[src/rtl/sys_ctrl_rx_decoder.sv]
`default_nettype none
// ============================================================================
// Module   : sys_ctrl_rx_decoder
// Brief    : Decodes synchronized UART command frames into one-cycle register
//            file write/read strobes and ALU start strobes in the reference
//            clock domain.
//            Frames: AA addr data   -> RF write
//                    BB addr        -> RF read
//                    CC opA opB fun -> RF[0]=opA, RF[1]=opB, ALU start
//                    DD fun         -> ALU start
// Options  : FRAME_TIMEOUT_EN - abort a partial frame after TIMEOUT_CYCLES
//            idle cycles and pulse o_frame_timeout.
// Revision : 1.0 - initial release
// ============================================================================
module sys_ctrl_rx_decoder #(
    parameter int DATA_WIDTH     = 8,
    parameter int ADDR_WIDTH     = 4,
    parameter int FUN_WIDTH      = 4,
    parameter int TIMEOUT_CYCLES = 255
) (
    input  logic                  clk,
    input  logic                  rst,
    input  logic [DATA_WIDTH-1:0] i_rx_data,
    input  logic                  i_rx_valid,
    output logic                  o_rf_wr_en,
    output logic                  o_rf_rd_en,
    output logic [ADDR_WIDTH-1:0] o_rf_addr,
    output logic [DATA_WIDTH-1:0] o_rf_wr_data,
    output logic                  o_alu_en,
    output logic [FUN_WIDTH-1:0]  o_alu_fun,
    output logic                  o_clk_gate_en,
    output logic                  o_cmd_err,
    output logic                  o_frame_timeout
);

    localparam logic [2:0] c_IDLE    = 3'd0;
    localparam logic [2:0] c_WR_ADDR = 3'd1;
    localparam logic [2:0] c_WR_DATA = 3'd2;
    localparam logic [2:0] c_RD_ADDR = 3'd3;
    localparam logic [2:0] c_OPA     = 3'd4;
    localparam logic [2:0] c_OPB     = 3'd5;
    localparam logic [2:0] c_ALU_FUN = 3'd6;

    localparam logic [DATA_WIDTH-1:0] c_CMD_WR  = DATA_WIDTH'(8'hAA);
    localparam logic [DATA_WIDTH-1:0] c_CMD_RD  = DATA_WIDTH'(8'hBB);
    localparam logic [DATA_WIDTH-1:0] c_CMD_OPS = DATA_WIDTH'(8'hCC);
    localparam logic [DATA_WIDTH-1:0] c_CMD_ALU = DATA_WIDTH'(8'hDD);

    // A zero timeout would abort every frame the cycle it starts.
    if (TIMEOUT_CYCLES < 1) begin : g_bad_timeout
        $error("TIMEOUT_CYCLES must be at least 1");
    end

    logic [2:0]            r_state;
    logic [ADDR_WIDTH-1:0] r_addr_lat;
    logic                  r_rf_wr_en;
    logic                  r_rf_rd_en;
    logic [ADDR_WIDTH-1:0] r_rf_addr;
    logic [DATA_WIDTH-1:0] r_rf_wr_data;
    logic                  r_alu_en;
    logic [FUN_WIDTH-1:0]  r_alu_fun;
    logic                  r_clk_gate_en;
    logic                  r_cmd_err;
    logic                  r_frame_timeout;
    logic                  w_timeout;

`ifdef FRAME_TIMEOUT_EN
    localparam int c_CNT_W = $clog2(TIMEOUT_CYCLES + 1);
    localparam logic [c_CNT_W-1:0] c_CNT_LAST = c_CNT_W'(TIMEOUT_CYCLES - 1);

    logic [c_CNT_W-1:0] r_cnt;

    // Abort fires on the edge where the idle count reaches TIMEOUT_CYCLES;
    // an incoming byte on that edge takes priority.
    assign w_timeout = !i_rx_valid && (r_state != c_IDLE) && (r_cnt == c_CNT_LAST);

    // Idle-cycle counter for the current partial frame.
    always_ff @(posedge clk or negedge rst) begin
        if (!rst) begin
            r_cnt <= '0;
        end else if (i_rx_valid || (r_state == c_IDLE) || w_timeout) begin
            r_cnt <= '0;
        end else begin
            r_cnt <= r_cnt + 1'b1;
        end
    end
`else
    assign w_timeout = 1'b0;
`endif

    // Frame FSM plus registered strobes and held address/data/function.
    always_ff @(posedge clk or negedge rst) begin
        if (!rst) begin
            r_state         <= c_IDLE;
            r_addr_lat      <= '0;
            r_rf_wr_en      <= 1'b0;
            r_rf_rd_en      <= 1'b0;
            r_rf_addr       <= '0;
            r_rf_wr_data    <= '0;
            r_alu_en        <= 1'b0;
            r_alu_fun       <= '0;
            r_clk_gate_en   <= 1'b0;
            r_cmd_err       <= 1'b0;
            r_frame_timeout <= 1'b0;
        end else begin
            r_rf_wr_en      <= 1'b0;
            r_rf_rd_en      <= 1'b0;
            r_alu_en        <= 1'b0;
            r_cmd_err       <= 1'b0;
            r_frame_timeout <= 1'b0;

            // Gate drops the cycle after the ALU start; a new CC/DD on this
            // same edge re-arms it below.
            if (r_alu_en) begin
                r_clk_gate_en <= 1'b0;
            end

            if (i_rx_valid) begin
                case (r_state)
                    c_IDLE: begin
                        if (i_rx_data == c_CMD_WR) begin
                            r_state <= c_WR_ADDR;
                        end else if (i_rx_data == c_CMD_RD) begin
                            r_state <= c_RD_ADDR;
                        end else if (i_rx_data == c_CMD_OPS) begin
                            r_state       <= c_OPA;
                            r_clk_gate_en <= 1'b1;
                        end else if (i_rx_data == c_CMD_ALU) begin
                            r_state       <= c_ALU_FUN;
                            r_clk_gate_en <= 1'b1;
                        end else begin
                            r_cmd_err <= 1'b1;
                        end
                    end
                    c_WR_ADDR: begin
                        // Held privately so o_rf_addr only changes with a strobe.
                        r_addr_lat <= i_rx_data[ADDR_WIDTH-1:0];
                        r_state    <= c_WR_DATA;
                    end
                    c_WR_DATA: begin
                        r_rf_addr    <= r_addr_lat;
                        r_rf_wr_data <= i_rx_data;
                        r_rf_wr_en   <= 1'b1;
                        r_state      <= c_IDLE;
                    end
                    c_RD_ADDR: begin
                        r_rf_addr  <= i_rx_data[ADDR_WIDTH-1:0];
                        r_rf_rd_en <= 1'b1;
                        r_state    <= c_IDLE;
                    end
                    c_OPA: begin
                        r_rf_addr    <= ADDR_WIDTH'(0);
                        r_rf_wr_data <= i_rx_data;
                        r_rf_wr_en   <= 1'b1;
                        r_state      <= c_OPB;
                    end
                    c_OPB: begin
                        r_rf_addr    <= ADDR_WIDTH'(1);
                        r_rf_wr_data <= i_rx_data;
                        r_rf_wr_en   <= 1'b1;
                        r_state      <= c_ALU_FUN;
                    end
                    c_ALU_FUN: begin
                        r_alu_fun <= i_rx_data[FUN_WIDTH-1:0];
                        r_alu_en  <= 1'b1;
                        r_state   <= c_IDLE;
                    end
                    default: begin
                        r_state <= c_IDLE;
                    end
                endcase
            end else if (w_timeout) begin
                r_state         <= c_IDLE;
                r_frame_timeout <= 1'b1;
                r_clk_gate_en   <= 1'b0;
            end
        end
    end

    assign o_rf_wr_en      = r_rf_wr_en;
    assign o_rf_rd_en      = r_rf_rd_en;
    assign o_rf_addr       = r_rf_addr;
    assign o_rf_wr_data    = r_rf_wr_data;
    assign o_alu_en        = r_alu_en;
    assign o_alu_fun       = r_alu_fun;
    assign o_clk_gate_en   = r_clk_gate_en;
    assign o_cmd_err       = r_cmd_err;
    assign o_frame_timeout = r_frame_timeout;

endmodule
`default_nettype wire

[config.mk]
export PLATFORM = sky130hd
export DESIGN_NAME = sys_ctrl_rx_decoder
export DESIGN_NICKNAME = d
export VERILOG_FILES = /design/src/rtl/sys_ctrl_rx_decoder.sv
export SDC_FILE = /design/constraint.sdc
export NUM_CORES = 1
export LEC_CHECK = 0
export CORE_MARGIN = 2
export CORE_UTILIZATION = 51
export DETAILED_ROUTE_END_ITERATION = 16
export PLACE_DENSITY_LB_ADDON = 0.1
export SYNTH_ARGS = -nofsm -noshare
export SYNTH_HDL_FRONTEND = slang
export SYNTH_SLANG_ARGS = --single-unit
export TNS_END_PERCENT = 5
[constraint.sdc]
create_clock -name clk -period 3.1 [get_ports clk]
set_clock_uncertainty 0.2 [all_clocks]
set_input_delay 0.775 -clock clk [delete_from_list [all_inputs] [get_ports clk]]
set_output_delay 0.775 -clock clk [all_outputs]
set_load 0.1 [all_outputs]
Yosys cells after proc, flatten, opt, wreduce, memory -nomap -nowiden
Index checks and enable logic that the tools add are counted.
Operators by class
  reductions and logical operators: 8
  equality and inequality tests: 11
  muxes and demuxes: 25
Operators with widths (number)
  $eq A8 B8 Y1 const B: 4
  $mux W1: 19
  $pmux W4 S4: 1
  $mux W3: 4
  $pmux W3 S4: 1
  $reduce_and A2 Y1: 5
  $eq A3 B3 Y1 const B: 3
  $eq A3 B2 Y1 const B: 2
  $ne A5 B5 Y1 const B: 1
  $reduce_bool A4 Y1: 1
  $eq A3 B1 Y1 const B: 1
  $logic_not A3 Y1: 1
  $reduce_or A3 Y1: 1
Storage, ports and cells
  input bits: 11
  register bits: 28
  word-level logic and storage cells: 54
  output and inout bits: 22

Depth between registers and ports, before layout
Gate-level depths: netlist (run 1).
  word-level depth: 7
  depth in mapped cells: 4

Worst setup path after synthesis (run 1)
OpenSTA, ideal clock, no wires.
  path type: input -> register
  start: input i_rx_valid
  end: register r_rf_wr_data[0], in the netlist o_rf_wr_data[0]
  slack: 1.024 ns
  stages: 4
  data arrival time: 1.750 ns
  data required time: 2.774 ns
  path through: buf_4 -> and2b_1 -> a22oi_4 -> mux2_2
On the way
  longest elaborated chain between the ends: 1
Ends and longest elaborated chain
  start: declaration: line 24  | input logic i_rx_valid,
  $reduce_and A2 Y1 (no source line)
  end signal: assignment: line 142  | r_rf_wr_data <= i_rx_data;
  end signal: assignment: line 153  | r_rf_wr_data <= i_rx_data;
  end signal: assignment: line 159  | r_rf_wr_data <= i_rx_data;
  end: declaration: line 59  | logic [DATA_WIDTH-1:0] r_rf_wr_data;
No other way between the ends.
A chain may end at the register's enable or synchronous reset.

Worst setup path after layout (run 1)
  start: input i_rx_valid
  end: register r_rf_wr_data[5], in the netlist o_rf_wr_data[5]
Same word-level chain as after synthesis.

==> key figures, run 1 <==
Status
  • Outcome: finished clean

Drt
  • DRC Markers: 0
  • Via density: approximately 5.3
  • Wirelength per Cell: about 14 um
  • Vias: ~860
  • ANT nets after route: 0
  • Iter 0 DRT Violations: 13
  • Drt pass-1 iters: 4
  • Routed Wire Length: approximately 2300 um

Placement
  • Routability cong.: 0.8019
  • Pre-CTS worst setup slack: approximately 0.35 ns
  • Placed inst area: ~1500 um2
  • Buffers on Ports: 31
  • Hpwl dp: ~1800 um

Setup path
  • WP data arrival: between 2 and 2.5 ns
  • Critical path class: input port to flip-flop
  • Startpoint types: input port
  • Worst path required time: ~3.1 ns
  • Critical path peak fanout: 10
  • Critical path capture point type: flip-flop

Clocking
  • CTS tree: yes
  • Maximum clock path buffer count: 2
  • CTS Buf Count: 3
  • Post_cts resized: 0
  • Root buf cell: clkbuf_4
  • # H-tree levels: 1
  • Post-CTS Setup Inserts: 0
  • Clock Latency Late Sink: between 0.3 and 0.4 ns
  • Hold-fix buffers, CTS: 0
  • CTS Sinks: 28
  • Worst-path clk slew: roughly 0.15 ns

Die
  • Row count: 18
  • Die area: roughly 2900 um2
  • Initial Utilization: a little over half
  • # IOs: 33
  • Chip height: about 54 um
  • DIE WIDTH: between 50 and 60 um
  • Placeable core region: ~2400 um2

Synthesis
  • Yosys warns: 0
  • Cell count after synthesis: 102
  • Mapped cell area: ~1300 um2
  • Syn_nets: between 100 and 150
  • Syn_area_per_cell: 12.41 um2
  • Synth area leader: dfrtp_1
  • EDFF count, synth: 0
  • Top FF cell, synth: dfrtp_1
  • Synthesized flop and latch total: 28
  • Seq/Total Area, Yosys: 55.34%
  • Most instantiated library cell after synthesis: dfrtp_1
  • Top cell type's share of synthesized area: between 50% and 60%
  • Netlist cell types: 27
  • Commonest cells post-synth: 28 x dfrtp_1, 21 x mux2_2, 8 x nand2_1
  • Ys async rst share: 100.0%
  • Top post-synthesis cells by area: dfrtp_1 55%, mux2_2 19%, nand2_1 2.4%, nand2b_1 2.0%, o22ai_1 2.0%

Global route
  • Gr ovfl total: 0
  • Initial antenna violation count: 0
  • Global-route wire length before repair: 3560 um
  • Pin count of the biggest net entering global routing: 29
  • Total track usage: between 10% and 20%
  • Vias in the first global route: 780

STA
  • Least-Margin Pin Slew: roughly 0.56 ns
  • Peak Freq: between 400 and 500 MHz
  • Final worst setup slack: approximately 0.69 ns
  • Period minus WS final: 2.407 ns
  • Setup_tns: 0 ns
  • Fin crit share: between 70 and 80%
  • RSZ-0062 raised after global routing: false
  • Slew Limit Fails: 0
  • Slew Limit Headroom: between 60% and 70%
  • Final hold violations: 0
  • Setup violators final: 0

Run
  • Max Cap Viol: 0

Worst hold path
  • Worst hold-check path type: flip-flop to flip-flop

Cells and area
  • Ant diodes: 0
  • Final Core Density: 65.26%
  • Final nets: 145
  • Design Area, Final: between 1500 and 2000 um2
  • Area Growth Syn to Fin: 24.21%
  • Layout cell share with drive strength beyond 1: a little under two fifths
-- placed cells by master, fill, tap and decap left out, drive strengths merged, types with 2 or more instances in the layout --
| cell type | netlist | final |
|---|---|---|
| buf | 5 | 22 |
| clkbuf | 0 | 4 |
| clkdlybuf4s50 | 0 | 10 |
| dfrtp | 28 | 28 |
| inv | 3 | 3 |
| mux2 | 21 | 21 |
| nand2 | 8 | 8 |
| nand2b | 4 | 4 |
| nand3 | 3 | 3 |
| nor2 | 3 | 3 |
| nor2b | 4 | 4 |
| nor4bb | 2 | 2 |
| o21ai | 5 | 5 |
| o22ai | 4 | 4 |
-- sequential cells by signal, summed over array words and instances (netlist names) --
name	flops
o_alu_en	1
o_alu_fun	4
o_clk_gate_en	1
o_cmd_err	1
o_rf_addr	4
o_rf_rd_en	1
o_rf_wr_data	8
o_rf_wr_en	1
r_addr_lat	4
r_state	3
-- path summary, 6_finish.rpt --
path                            slack, ns        from              end  cells after the start
min in group asynchronous            0.61         rst     o_rf_addr[0]                      2
worst max-delay path                 0.69  i_rx_valid  o_rf_wr_data[5]                      4
worst min-delay path                 0.30    o_alu_en    o_clk_gate_en                      1
worst min register to register       0.30    o_alu_en    o_clk_gate_en                      1
max in group asynchronous            1.84         rst    r_addr_lat[0]                      2
worst max register to register       1.26  r_state[0]  o_rf_wr_data[5]                      3
-- stage by stage --
step           hold WS, ns  cells
2_1_floorplan       0.2767    102
3_5_place_dp        0.2815    159
6_report            0.3025    163
3_3_place_gp        0.2763    159
4_1_cts             0.3034    163
5_1_grt             0.3133    163
-- kinds of logic after synthesis --
kind of cell / count (synthesis) / synth area share, %
flops: 28 / 55.34
simple gates: 29 / 13.14
buf+inv: 8 / 3.458
xor+xnor: 1 / 0.6918
other cells: 1 / 0.2962
mux: 21 / 18.68
compound gates: 14 / 8.398
-- worst max-delay path, cell delays in order --
cell             delay [ns]
clkdlybuf4s50_1        0.60
and2b_1                0.32
a22oi_4                0.35
mux2_2                 0.38
-- metal layers --
metal | wire (um) | GRT usage (%) | share of wire (%)
met5 | 0 | 0 | 0
met4 | 13 | 6.410 | 0.56
met3 | 97 | 3.611 | 4.2
met2 | 1159 | 29.27 | 50
met1 | 1034 | 22.28 | 45
-- final cells by class --
cell class,count,area (um2)
Fill cell,187,837.1
Sequential cell,28,700.7
Multi-Input combinational cell,66,521.8
Timing Repair Buffer,32,265.3
Tap cell,30,37.54
Clock buffer,4,36.28
Inverter,3,11.26
Power of run 1 is not shown: default switching activity piles up to over one toggle a cycle in this logic, so the estimate is an artifact.
==> inputs of run 2 (changes only) <==
Settings changed: CORE_UTILIZATION 51 to 47.
Clock period 3.1 ns to 2.25 ns, I/O delays scaled along.
==> run 2 against run 1 <==
Cell count grew 4.3%. Setup slack lost 0.38 ns. Non-clock buffer count grew 7. Flip-flop and latch count is the same. Via count grew 6.2%. Core utilization grew 9.7 points. Routed wire length grew 12%. Cell area grew 20%. Global-route usage grew 1.2 points. Die area grew 7.9%. Sequential share of layout area shrank 7.5 points.
==> key figures, run 2 (same netlist as run 1, synthesis figures left out) <==
Status
  • Outcome: finished clean

Setup path
  • WP data arrival: slightly below 2 ns
  • Cells on worst reg2reg path: 3
  • Critical path peak fanout: 9
  • Critical path capture point type: flip-flop
  • R2R Path End: o_rf_wr_data[0]
  • RR Startpoint: r_state[0]
  • Crit-path leading delay family: buffers and inverters
  • Startpoint types: input port
  • Crit-path cells: clkdlybuf4s50_1 > and2b_1 > a22oi_4 > mux2_2
  • Worst Path Buf+Inv: 1
  • Worst path max stage delay: 0.46 ns
  • Slowest CP cell: clkdlybuf4s50_1
  • Critical path class: input port to flip-flop
  • Worst path required time: 2.28 ns
  • R2R Setup Slk: approximately 0.42 ns

Cells and area
  • Ant diodes: 0
  • Commonest non-fill, non-tap cells in the layout: 28 x dfrtp_1, 21 x mux2_2, 20 x buf_12
  • Final nets: around 150
  • Most common cell after layout, fill and taps aside: dfrtp_1
  • Layout cell share with drive strength beyond 1: around two fifths
  • Max reg flops: 8
  • Area Growth Syn to Fin: 49.41%

Clocking
  • Post-CTS Setup Inserts: 0
  • Worst-path clk slew: ~0.15 ns
  • Post_cts resized: 0
  • # H-tree levels: 1
  • CTS Buf Count: 3
  • CTS Sinks: 28
  • Hold-fix buffers, CTS: 0
  • Clock Latency Late Sink: 0.32 ns
  • Maximum clock path buffer count: 2
  • CTS tree: yes
  • Root buf cell: clkbuf_4

Drt
  • Drt pass-1 iters: 4
  • Iter 0 DRT Violations: 28
  • Vias: 910
  • ANT nets after route: 0
  • Via density: approximately 5.4
  • DRC Markers: 0
  • Routed Wire Length: between 2000 and 3000 um
  • Wirelength per Cell: roughly 15 um

Die
  • DIE WIDTH: around 56 um
  • Initial Utilization: 50.20%
  • Chip height: ~56 um
  • Placeable core region: approximately 2500 um2
  • Die area: between 3000 and 4000 um2
  • # IOs: 33
  • Row count: 18

Placement
  • Buffers on Ports: 31
  • Routability cong.: about 0.90
  • Hpwl dp: just under 2000 um

Worst hold path
  • WHS Path Cells: 1
  • Worst hold-check path type: flip-flop to flip-flop
  • Min-delay src: r_addr_lat[0]
  • Hold Path End: r_addr_lat[0]

Global route
  • Total track usage: 18.73%
  • Vias in the first global route: ~1000
  • Initial antenna violation count: 0
  • Gr ovfl total: 0
  • Pin count of the biggest net entering global routing: 29
  • Global-route wire length before repair: 4705 um

STA
  • Fin crit share: about 86%
  • Period minus WS final: roughly 1.9 ns
  • RSZ-0062 raised after global routing: false
  • Setup_tns: 0 ns
  • Peak Freq: ~520 MHz
  • Least-Margin Pin Slew: about 0.55 ns
  • Final hold violations: 0
  • Slew Limit Headroom: between 60% and 70%
  • Slew Limit Fails: 0
  • Setup violators final: 0

Run
  • Max Cap Viol: 0
[run 2: cell types whose count changed in the layout (fill, tap and decap cells not counted), sizes merged]
| cell | change |
|---|---|
| buf | +7 |
| bufinv | +1 |
| clkbuf | -1 |
[run 2: area by class of cell]
class	instances	area, um2
sequential	28	700.7
fill	180	630.6
timing repair buffer	39	568.0
multi-input combinational	66	521.8
tap	30	37.54
clock inverter	1	30.03
clock buffer	3	22.52
inverter	3	11.26
[run 2: routing by layer]
| layer | global-route usage (%) | vias to the layer above | share of wire (%) |
|---|---|---|---|
| li1 | - | 431 | - |
| met1 | 24.96 | 446 | 43 |
| met2 | 30.27 | 29 | 49 |
| met3 | 3.953 | 4 | 6.6 |
| met4 | 6.803 | 0 | 1.5 |
| met5 | 0 | - | 0 |
[run 2: worst max-delay path by stage]
stage                          start               to  slack (ns)  cells after the start
after floorplan           i_rx_valid  o_rf_wr_data[0]        0.39                      4
after global placement    i_rx_valid  o_rf_wr_data[2]       -0.03                      4
after detailed placement  i_rx_valid  o_rf_wr_data[0]       -0.05                      4
after CTS                 i_rx_valid  o_rf_wr_data[6]        0.32                      4
after global routing      i_rx_valid  o_rf_wr_data[6]        0.24                      4
final                     i_rx_valid  o_rf_wr_data[0]        0.32                      4
[run 2: through the flow]
stage,hold slack (ns),instance area [um2],utilization [%],cells,worst slack [ns]
6_report,0.3266,1892,75.00,170,0.3153
5_1_grt,0.3508,1892,75.00,170,0.2354
4_1_cts,0.3308,1892,75.00,170,0.3189
3_5_place_dp,0.2966,1839,72.92,166,-0.04523
3_3_place_gp,0.2851,1839,72.92,166,-0.03108
2_1_floorplan,0.06691,1266,-,102,0.3862
Power of run 2 is left out for the same reason.
==> inputs of run 3 (changes only) <==
Settings changed: SLEW_MARGIN from default to 20.
==> results of run 3 <==
No change in the layout: final DEF, timing and power equal those of run 2.
Power of run 3 is left out for the same reason.
